==> src/rtl/trace_logger_pkg.sv <==
// Shared constants, FSM state encoding and helper functions for the trace match logger.
// Record layout is {rule, cycle}, RECORD_W bits in total.
package trace_logger_pkg;
    localparam int RECORD_W  = 64;
    localparam int CYCLE_W   = 56;
    localparam int RULE_W    = RECORD_W - CYCLE_W;
    localparam int MAX_RULES = 1 << RULE_W;

    localparam logic [1:0] ST_IDLE  = 2'd0;
    localparam logic [1:0] ST_ARMED = 2'd1;
    localparam logic [1:0] ST_OVFL  = 2'd2;

    // Index of the lowest set bit; the lowest-numbered rule wins a collision.
    function automatic logic [RULE_W-1:0] lowest_rule(input logic [MAX_RULES-1:0] hit);
        lowest_rule = '0;
        for (int i = MAX_RULES - 1; i >= 0; i--) begin
            if (hit[i]) lowest_rule = RULE_W'(i);
        end
    endfunction

    function automatic logic [31:0] sat_add(input logic [31:0] a, input logic [31:0] b);
        logic [32:0] s;
        s = {1'b0, a} + {1'b0, b};
        return s[32] ? 32'hFFFF_FFFF : s[31:0];
    endfunction
endpackage

==> src/rtl/trace_match_logger_if.sv <==
// Log FIFO read port between the logger (slave) and the register block that drains it (master).
// Head record is valid whenever O_fifo_empty is low; I_fifo_rd pops one word per cycle.
interface trace_match_logger_if;
    import trace_logger_pkg::*;

    logic                I_fifo_rd;
    logic [RECORD_W-1:0] O_fifo_dout;
    logic                O_fifo_empty;
    logic                O_fifo_full;

    modport master (output I_fifo_rd, input O_fifo_dout, O_fifo_empty, O_fifo_full);
    modport slave  (input I_fifo_rd, output O_fifo_dout, O_fifo_empty, O_fifo_full);
endinterface

==> src/rtl/trace_logger_fifo.sv <==
// First-word-fall-through FIFO: write visible at the head one cycle later, head combinational.
// Backpressure: writes while full are dropped unless a pop happens in the same cycle; pops while empty are ignored.
module trace_logger_fifo #(
    parameter int WIDTH = 64,
    parameter int DEPTH = 16
) (
    input  logic             trace_clk,
    input  logic             resetn,
    input  logic             wr_i,
    input  logic [WIDTH-1:0] wr_dat_i,
    input  logic             rd_i,
    output logic [WIDTH-1:0] rd_dat_o,
    output logic             empty_o,
    output logic             full_o
);
    localparam int AW = $clog2(DEPTH);

    logic [WIDTH-1:0] mem_q [DEPTH];
    logic [AW:0]      wr_ptr_q, wr_ptr_d;
    logic [AW:0]      rd_ptr_q, rd_ptr_d;
    logic             do_wr, do_rd;

    // Pointers carry one extra wrap bit to tell full from empty.
    assign empty_o  = (wr_ptr_q == rd_ptr_q);
    assign full_o   = (wr_ptr_q[AW-1:0] == rd_ptr_q[AW-1:0]) && (wr_ptr_q[AW] != rd_ptr_q[AW]);
    assign do_rd    = rd_i && !empty_o;
    assign do_wr    = wr_i && (!full_o || do_rd);
    assign rd_dat_o = mem_q[rd_ptr_q[AW-1:0]];
    assign wr_ptr_d = wr_ptr_q + {{AW{1'b0}}, do_wr};
    assign rd_ptr_d = rd_ptr_q + {{AW{1'b0}}, do_rd};

    always_ff @(posedge trace_clk) begin
        if (do_wr) mem_q[wr_ptr_q[AW-1:0]] <= wr_dat_i;
    end

    always_ff @(posedge trace_clk or negedge resetn) begin
        if (!resetn) begin
            wr_ptr_q <= '0;
            rd_ptr_q <= '0;
        end else begin
            wr_ptr_q <= wr_ptr_d;
            rd_ptr_q <= rd_ptr_d;
        end
    end
endmodule

==> src/rtl/trace_match_logger.sv <==
// Match strobes -> registered trigger (1-cycle latency) and {rule, cycle} log records; TRACE_LOGGER_STATS_EN adds counters.
// No backpressure on matches: a hit that finds the log full is dropped, flagged and logging stops until re-armed.
module trace_match_logger
    import trace_logger_pkg::*;
#(
    parameter int pNUM_PATTERNS = 8,
    parameter int pCYCLE_WIDTH  = 56,
    parameter int pFIFO_DEPTH   = 16
) (
    input  logic                     trace_clk,
    input  logic                     resetn,
    input  logic                     I_arm,
    input  logic [pNUM_PATTERNS-1:0] I_pattern_enable,
    input  logic                     I_trig_toggle,
    input  logic                     I_trig_enable,
    input  logic [pNUM_PATTERNS-1:0] I_match,
    trace_match_logger_if.slave      fifo_if,
    output logic                     O_trig_out,
    output logic                     O_overflow,
    output logic                     O_collision
`ifdef TRACE_LOGGER_STATS_EN
    ,
    output logic [31:0]              O_match_count,
    output logic [31:0]              O_drop_count
`endif
);
    localparam int RW = RECORD_W - pCYCLE_WIDTH;

    logic [1:0]               state_q, state_d;
    logic [pCYCLE_WIDTH-1:0]  cycle_q, cycle_d;
    logic                     trig_q, trig_d, tog_q, tog_d;
    logic                     ovf_q, ovf_d, col_q, col_d;
    logic [pNUM_PATTERNS-1:0] hit;
    logic                     active, any_hit, multi_hit, arm_rise, lost, wr, trig_evt;
    logic [RECORD_W-1:0]      wr_rec;

    assign cycle_d   = cycle_q + pCYCLE_WIDTH'(1);
    assign hit       = I_match & I_pattern_enable;
    assign any_hit   = |hit;
    assign multi_hit = |(hit & (hit - pNUM_PATTERNS'(1)));
    assign active    = (state_q == ST_ARMED) || (state_q == ST_OVFL);
    assign arm_rise  = (state_q == ST_IDLE) && I_arm;
    // A same-cycle pop frees the slot, so a hit while full is still logged.
    assign wr        = (state_q == ST_ARMED) && any_hit && (!fifo_if.O_fifo_full || fifo_if.I_fifo_rd);
    assign lost      = (state_q == ST_ARMED) && any_hit && fifo_if.O_fifo_full && !fifo_if.I_fifo_rd;
    assign trig_evt  = active && any_hit && I_trig_enable;
    assign wr_rec    = {RW'(lowest_rule(MAX_RULES'(hit))), cycle_q};

    always_comb begin
        state_d = state_q;
        case (state_q)
            ST_IDLE:  if (I_arm) state_d = ST_ARMED;
            ST_ARMED: if (!I_arm) state_d = ST_IDLE;
                      else if (lost) state_d = ST_OVFL;
            ST_OVFL:  if (!I_arm) state_d = ST_IDLE;
            default:  state_d = ST_IDLE;
        endcase
    end

    assign ovf_d  = arm_rise ? 1'b0 : (ovf_q | lost);
    assign col_d  = arm_rise ? 1'b0 : (col_q | (active && multi_hit));
    assign tog_d  = !I_trig_enable ? 1'b0 : (I_trig_toggle ? (tog_q ^ trig_evt) : tog_q);
    assign trig_d = I_trig_toggle ? tog_d : trig_evt;

    always_ff @(posedge trace_clk or negedge resetn) begin
        if (!resetn) begin
            state_q <= ST_IDLE;
            cycle_q <= '0;
            trig_q  <= 1'b0;
            tog_q   <= 1'b0;
            ovf_q   <= 1'b0;
            col_q   <= 1'b0;
        end else begin
            state_q <= state_d;
            cycle_q <= cycle_d;
            trig_q  <= trig_d;
            tog_q   <= tog_d;
            ovf_q   <= ovf_d;
            col_q   <= col_d;
        end
    end

    assign O_trig_out  = trig_q;
    assign O_overflow  = ovf_q;
    assign O_collision = col_q;

    trace_logger_fifo #(
        .WIDTH (RECORD_W),
        .DEPTH (pFIFO_DEPTH)
    ) u_fifo (
        .trace_clk (trace_clk),
        .resetn    (resetn),
        .wr_i      (wr),
        .wr_dat_i  (wr_rec),
        .rd_i      (fifo_if.I_fifo_rd),
        .rd_dat_o  (fifo_if.O_fifo_dout),
        .empty_o   (fifo_if.O_fifo_empty),
        .full_o    (fifo_if.O_fifo_full)
    );

`ifdef TRACE_LOGGER_STATS_EN
    logic [31:0] match_cnt_q, drop_cnt_q, drop_inc;

    // Every enabled hit that is not the one logged record counts as dropped.
    assign drop_inc = (active && any_hit) ? (32'($countones(hit)) - {31'd0, wr}) : 32'd0;

    always_ff @(posedge trace_clk or negedge resetn) begin
        if (!resetn) begin
            match_cnt_q <= '0;
            drop_cnt_q  <= '0;
        end else if (arm_rise) begin
            match_cnt_q <= '0;
            drop_cnt_q  <= '0;
        end else begin
            match_cnt_q <= sat_add(match_cnt_q, {31'd0, wr});
            drop_cnt_q  <= sat_add(drop_cnt_q, drop_inc);
        end
    end

    assign O_match_count = match_cnt_q;
    assign O_drop_count  = drop_cnt_q;
`endif
endmodule

==> src/flat_wrapper.sv <==
// flat-port wrapper written by rule: the top's interface ports become plain ports
module trace_match_logger_flat import trace_logger_pkg::*;
#(
    parameter int pNUM_PATTERNS = 8,
    parameter int pCYCLE_WIDTH  = 56,
    parameter int pFIFO_DEPTH   = 16
)
  (trace_clk, resetn, I_arm, I_pattern_enable, I_trig_toggle, I_trig_enable, I_match, O_trig_out, O_overflow, O_collision, fifo_if_I_fifo_rd, fifo_if_O_fifo_dout, fifo_if_O_fifo_empty, fifo_if_O_fifo_full);
  trace_match_logger_if fifo_if_i ();
  input  logic trace_clk;
  input  logic resetn;
  input  logic I_arm;
  input  logic [pNUM_PATTERNS-1:0] I_pattern_enable;
  input  logic I_trig_toggle;
  input  logic I_trig_enable;
  input  logic [pNUM_PATTERNS-1:0] I_match;
  output logic O_trig_out;
  output logic O_overflow;
  output logic O_collision;
  input wire logic [$bits(fifo_if_i.I_fifo_rd)-1:0] fifo_if_I_fifo_rd;
  output wire logic [$bits(fifo_if_i.O_fifo_dout)-1:0] fifo_if_O_fifo_dout;
  output wire logic [$bits(fifo_if_i.O_fifo_empty)-1:0] fifo_if_O_fifo_empty;
  output wire logic [$bits(fifo_if_i.O_fifo_full)-1:0] fifo_if_O_fifo_full;
  assign fifo_if_i.I_fifo_rd = fifo_if_I_fifo_rd;
  assign fifo_if_O_fifo_dout = fifo_if_i.O_fifo_dout;
  assign fifo_if_O_fifo_empty = fifo_if_i.O_fifo_empty;
  assign fifo_if_O_fifo_full = fifo_if_i.O_fifo_full;
  trace_match_logger #(.pNUM_PATTERNS(pNUM_PATTERNS), .pCYCLE_WIDTH(pCYCLE_WIDTH), .pFIFO_DEPTH(pFIFO_DEPTH)) u_core (.trace_clk(trace_clk), .resetn(resetn), .I_arm(I_arm), .I_pattern_enable(I_pattern_enable), .I_trig_toggle(I_trig_toggle), .I_trig_enable(I_trig_enable), .I_match(I_match), .fifo_if(fifo_if_i), .O_trig_out(O_trig_out), .O_overflow(O_overflow), .O_collision(O_collision));
endmodule
==> config.mk <==
export PLATFORM = sky130hd
export DESIGN_NAME = trace_match_logger_flat
export DESIGN_NICKNAME = d
export VERILOG_FILES = /design/src/rtl/trace_logger_pkg.sv /design/src/rtl/trace_match_logger_if.sv /design/src/rtl/trace_logger_fifo.sv /design/src/rtl/trace_match_logger.sv /design/src/flat_wrapper.sv
export SDC_FILE = /design/constraint.sdc
export NUM_CORES = 1
export LEC_CHECK = 0
export ABC_CLOCK_PERIOD_IN_PS = 18600
export BUFFER_PORTS_ARGS = -buffer_cell sky130_fd_sc_hd__buf_2
export CORE_UTILIZATION = 52
export DETAILED_ROUTE_END_ITERATION = 6
export HOLD_SLACK_MARGIN = 0.03
export PLACE_DENSITY = 0.68
export SYNTH_ARGS = -nofsm -noshare
export SYNTH_HDL_FRONTEND = slang
export SYNTH_SLANG_ARGS = --single-unit
==> constraint.sdc <==
create_clock -name trace_clk -period 18.6 [get_ports trace_clk]
set_input_delay 3.72 -clock trace_clk [delete_from_list [all_inputs] [get_ports trace_clk]]
set_output_delay 3.72 -clock trace_clk [all_outputs]
set_load 0.005 [all_outputs]
Word level (Yosys, flattened, before mapping):

Memories as Yosys holds them, arrays and structs flattened.
Cells that the tools add are included.

* bits in registers: 72
* RAM bits: 1024
* bits of input ports: 22
* output and inout port bits: 69
* word-level logic and storage cells: 67
* memories: 1

Memories
* u_core.u_fifo.mem_q: words 16, bits a word 64, read ports 1, clocked after Yosys merged registers in 0, write ports 1, RTL line trace_logger_fifo.sv:18 `logic [WIDTH-1:0] mem_q [DEPTH];`

* add/sub/neg operators: 4
* equal/unequal tests: 8
* mux-type cells: 20
* bitwise gates (word level): 5
* reduce and logical (&&, ||, !) cells: 21

Operators with widths (number)
* 56-bit by 1-bit adder with 56-bit output, second input constant: 1
* 8-bit two-way mux: 7
* 8-bit bitwise AND: 2
* 8-bit OR reduction: 2
* 1-bit logical AND: 11
* 5-bit by 1-bit adder with 5-bit output: 2
* 2-bit two-way mux: 4
* 8-bit by 1-bit subtractor with 8-bit output, second input constant: 1
* 1-bit two-way mux: 7
* 2-bit case mux with 3 select lines: 1
* 5-bit equality test: 1
* 4-bit equality test: 1
* 2-bit inequality test, second input constant: 2
* 1-bit zero test: 3
* 1-bit logical OR: 3
* 3-bit two-way mux: 1
* 3-bit by 2-bit inequality test with 1-bit output, second input constant: 1
* 3-bit AND reduction: 1
* 2-bit by 1-bit equality test with 1-bit output, second input constant: 1
* 2-bit equality test, second input constant: 1
* 2-bit zero test: 1
* 1-bit OR: 2
* 1-bit inequality test: 1
* 1-bit bitwise XOR: 1

Logic depth before layout (Yosys ltp):

* depth in word-level cells: 9
* depth in mapped cells: 11
* mapped depth without buffers: 10

Hierarchy:

Synthesis repeated with hierarchy kept, for this count alone.

* cells, all modules: 2065
* area, all modules: 42822.3 um^2

By module, submodules not included
* trace_logger_fifo: instances 1, cells an instance 1769, area each 39758.1 um^2
* trace_match_logger: instances 1, cells an instance 296, area each 3064.2 um^2

Least setup slack after synthesis:

No wires, ideal clock.

* path kind: input to register
* start: in I_match[4]
* end: mem u_core.u_fifo.mem_q[0][0], enable pin
* setup time: 622 ps
* arrival: 10032 ps
* data required time: 17978 ps
* slack: 7947 ps
* cell stages on the path: 5
* path through: a22oi_1 > a41o_1 > a21o_1 > buf_2 > nor4_1

* longest elaborated chain between the ends: 7

RTL lines
* start: declaration: RTL line flat_wrapper.sv:16 `input logic [pNUM_PATTERNS-1:0] I_match;`
* 8-bit bitwise AND: RTL line trace_match_logger.sv:38 `assign hit = I_match & I_pattern_enable;`
* 8-bit OR reduction: RTL line trace_match_logger.sv:39 `assign any_hit = |hit;`
* 1-bit logical AND (2 in a row): RTL line trace_match_logger.sv:44 `assign wr = (state_q == ST_ARMED) && any_hit && (!fifo_if.O_fifo_full || fifo_if.I_fifo_rd);`
* 1-bit logical AND: RTL line trace_logger_fifo.sv:27 `assign do_wr = wr_i && (!full_o || do_rd);`
* 1-bit two-way mux: RTL line trace_logger_fifo.sv:33 `if (do_wr) mem_q[wr_ptr_q[AW-1:0]] <= wr_dat_i;`
* 1-bit two-way mux (implied by the code): RTL line trace_logger_fifo.sv:33
* end: declaration: RTL line trace_logger_fifo.sv:18

Every way passes these cells.

Worst setup path after layout:

* start: reg u_core.u_fifo.rd_ptr_q[0]
* end: out fifo_if_O_fifo_dout[21]

* longest elaborated chain between the ends: 1

RTL lines
* start: declaration: RTL line trace_logger_fifo.sv:20 `logic [AW:0] rd_ptr_q, rd_ptr_d;`
* start signal: assignment: RTL line trace_logger_fifo.sv:42 `rd_ptr_q <= rd_ptr_d;`
* memory read 16 x 64 bit
* end: declaration: RTL line flat_wrapper.sv:21 `output wire logic [$bits(fifo_if_i.O_fifo_dout)-1:0] fifo_if_O_fifo_dout;`

Every way passes these cells.

==> flow_metrics.tcl <==
set metrics [dict create \
    cp-endpoint "fifo_if_O_fifo_dout[21]" \
    drt-wirelength-per-cell_um 28.7 \
    areaGrowthSynthToFinish_pct 12.6 \
    async_flop_share 0.0709 \
    synth_area_mm2 0.0389 \
    synth_area_leaders "edfxtp_1 (73%), mux4_2 (17%), dfrtp_1 (4.6%), xnor2_1 (1.1%), xor2_1 (0.40%)" \
    required_ps 14880 \
    synth-seq-cells 1016 \
    grt_pass1_vias 18700 \
    routed_wl_um 81800 \
    final_common_cell "edfxtp_1" \
    p_int_uw 4570 \
    clockPowerShare 0.320 \
    swShare 0.271 \
    rsz0062_at_grt "no" \
    final_cells 2848 \
    ff2ff_path_depth 7 \
    synth_edf_count 944 \
    cts_buffer_depth 3 \
    worst-setup-path-type "flip-flop to output pin" \
    place_inst 2658 \
    seq_area_frac_synth 0.774 \
    power_leakage_uw 0.0146 \
    p_comb_frac 0.236 \
    finalCritPeriodShare 0.408 \
    vias 17500 \
    die_area_mm2 0.0760 \
    synth_flop_cell "edfxtp_1" \
    clock_latency_ps 660 \
    pwr-share-seq 0.444 \
    place.gp.congestion 0.756 \
    pin_count 91 \
    hold_viol 0 \
    synthCells 1653 \
    switching_power_uw 1700 \
    maxCapViolations 0 \
    gr-total-overflow 0 \
    worstReg2RegStart "u_core.u_fifo.rd_ptr_q[0]" \
    ctsHoldBuffers 0 \
    skew_ps 21.0 \
    clock-root-buffer "clkbuf_16" \
    drtAntennaViolNets 0 \
    synth_cell_types 45 \
    rrSetupSlack_ps 13830 \
    worstMarginPinSlew_ps 1230 \
    arrival_ps 3860 \
    fin_crit_ps 7580 \
    die_h_um 276 \
    num_rows 99 \
    cts_setup_buffers 0 \
    drive_above_1_share 0.311 \
    drc 0 \
    fin_nets 1831 \
    grt_pass1_wl_um 122000 \
    critPathLaunchType "flip-flop" \
    setup_violations 0 \
    power.density_mw_per_mm2 143 \
    yosys_warnings 0 \
    syn_area_per_cell_um2 23.6 \
    dr.pass1.iters 5 \
    peakVddDrop_mv 0.127 \
    hold_path.class "flip-flop to flip-flop" \
    grt_max_degree 164 \
    cts.sinks 1016 \
    finalPower_uw 6270 \
    drtIter0Drc 1766 \
    post_cts_resized 0 \
    drv_slew 0 \
    maxSlewHeadroom 0.180 \
    timing.rr.end "u_core.u_fifo.mem_q[10][39]" \
    numCtsBuffers 100 \
    setup_tns_ps 0 \
    antenna_found_initial 0 \
    place_area_mm2 0.0406 \
    yosysTopAreaCell "edfxtp_1" \
    grt_usage 0.223 \
    core-area_mm2 0.0736 \
    stdcell_area_mm2 0.0439 \
    max_freq_ghz 0.132 \
    status "complete, no violations" \
    final_cell_mix "edfxtp_1 (944), mux4_2 (295), clkbuf_16 (102), buf_2 (84), dfrtp_1 (68)" \
    vias_per_cell 6.16 \
    io_buffer_count 85 \
    h-tree-depth 3 \
    cp-startpoint "u_core.u_fifo.rd_ptr_q[0]" \
    cts_tree "built" \
    die_w_um 276 \
    critPathCaptureType "output pin" \
    timing.hold.ws_ps 485 \
    path_clk_slew_ps 60 \
    synth.top_cell.area_share 0.728 \
    cp_max_fo 51 \
    dpl.hpwl_um 39800 \
    initial_utilization 0.529 \
]
stage by stage:
step	setup WS, ps	utilization
global route	10730	0.596
floorplan	7950	-
finish	11020	0.596
detailed placement	11600	0.551
global placement	11640	0.551
CTS	10870	0.596
worst min-delay path by stage:
stage,from,to,slack (ps),cells past startpoint
after detailed placement,u_core.O_overflow,u_core.O_overflow,480,1
after global placement,u_core.O_overflow,u_core.O_overflow,480,1
after CTS,u_core.O_overflow,u_core.O_overflow,490,1
after global routing,u_core.O_overflow,u_core.O_overflow,530,1
final,u_core.O_overflow,u_core.O_overflow,490,1
after floorplan,u_core.u_fifo.rd_ptr_q[0],u_core.u_fifo.rd_ptr_q[0],470,1
power groups by stage:
stage / Combinational (uW) / Clock (uW) / Sequential, uW
global placement: 1500 / 0 / 2820
finish: 1480 / 2010 / 2780
global route: 1580 / 2130 / 2800
detailed placement: 1510 / 0 / 2830
CTS: 1520 / 2040 / 2790
floorplan: 1080 / 0 / 2760
Yosys cell counts (2+ instances only):
cell type	count
mux4_2	295
o21a_1	2
nor3_1	7
or3b_1	2
o21ai_0	3
xor2_1	18
and3_1	9
and4_1	6
a31oi_1	2
a21boi_0	2
a22oi_1	5
clkbuf_1	29
buf_2	24
nor3_2	2
nand4_1	23
buf_4	6
nor2b_1	2
edfxtp_1	944
nor2_1	20
xnor2_1	49
nand3_1	23
nor4_1	9
buf_1	11
dfrtp_1	72
a21oi_1	4
clkbuf_2	2
ha_1	8
inv_1	9
buf_8	4
nand2_1	37
nor4_2	2
nand2b_1	3
and2_1	7
final cells by class:
type                    instances  area (um2)
flip-flops and latches       1016       30200
fillers                      5123       29700
multi-input cells             554        8460
clock buffers                 134        2710
well taps                     959        1200
repair buffers                120         716
clock inverters                55         567
inverters                       9        33.8
diodes                          1        2.50
state kept, by name, indices dropped and copies added (netlist names):
register / count
u_core.O_collision: 1
u_core.O_overflow: 1
u_core.O_trig_out: 1
u_core.cycle_q: 56
u_core.state_q: 2
u_core.tog_q: 1
u_core.u_fifo.mem_q: 944
u_core.u_fifo.rd_ptr_q: 5
u_core.u_fifo.wr_ptr_q: 5
worst max-delay path, stage by stage, from the launching register on:
cell	delay (ps)
dfrtp_4	930
buf_4	930
mux4_2	650
mux4_2	490
buf_2	150
per-layer routing:
metal | global-route usage | wire (um)
met5 | 0 | 0
met4 | 0.0614 | 1970
met3 | 0.0319 | 4160
met2 | 0.377 | 42200
met1 | 0.308 | 33500
cells by family (layout without fill, tap and decap cells):
family,after synthesis,after routing,share of synthesized area
DFF,1016,1016,0.774
muxes,297,297,0.171
and+or+nand+nor,154,154,0.0211
buffers and inverters,87,318,0.0116
xor gates and xnor gates,67,67,0.0151
AOI/OAI and AO/OA,22,22,0.00379
adders and majority gates,9,9,0.00283
other,1,6,0.0000963
No activity file was read; power rests on OpenSTA's default activity.
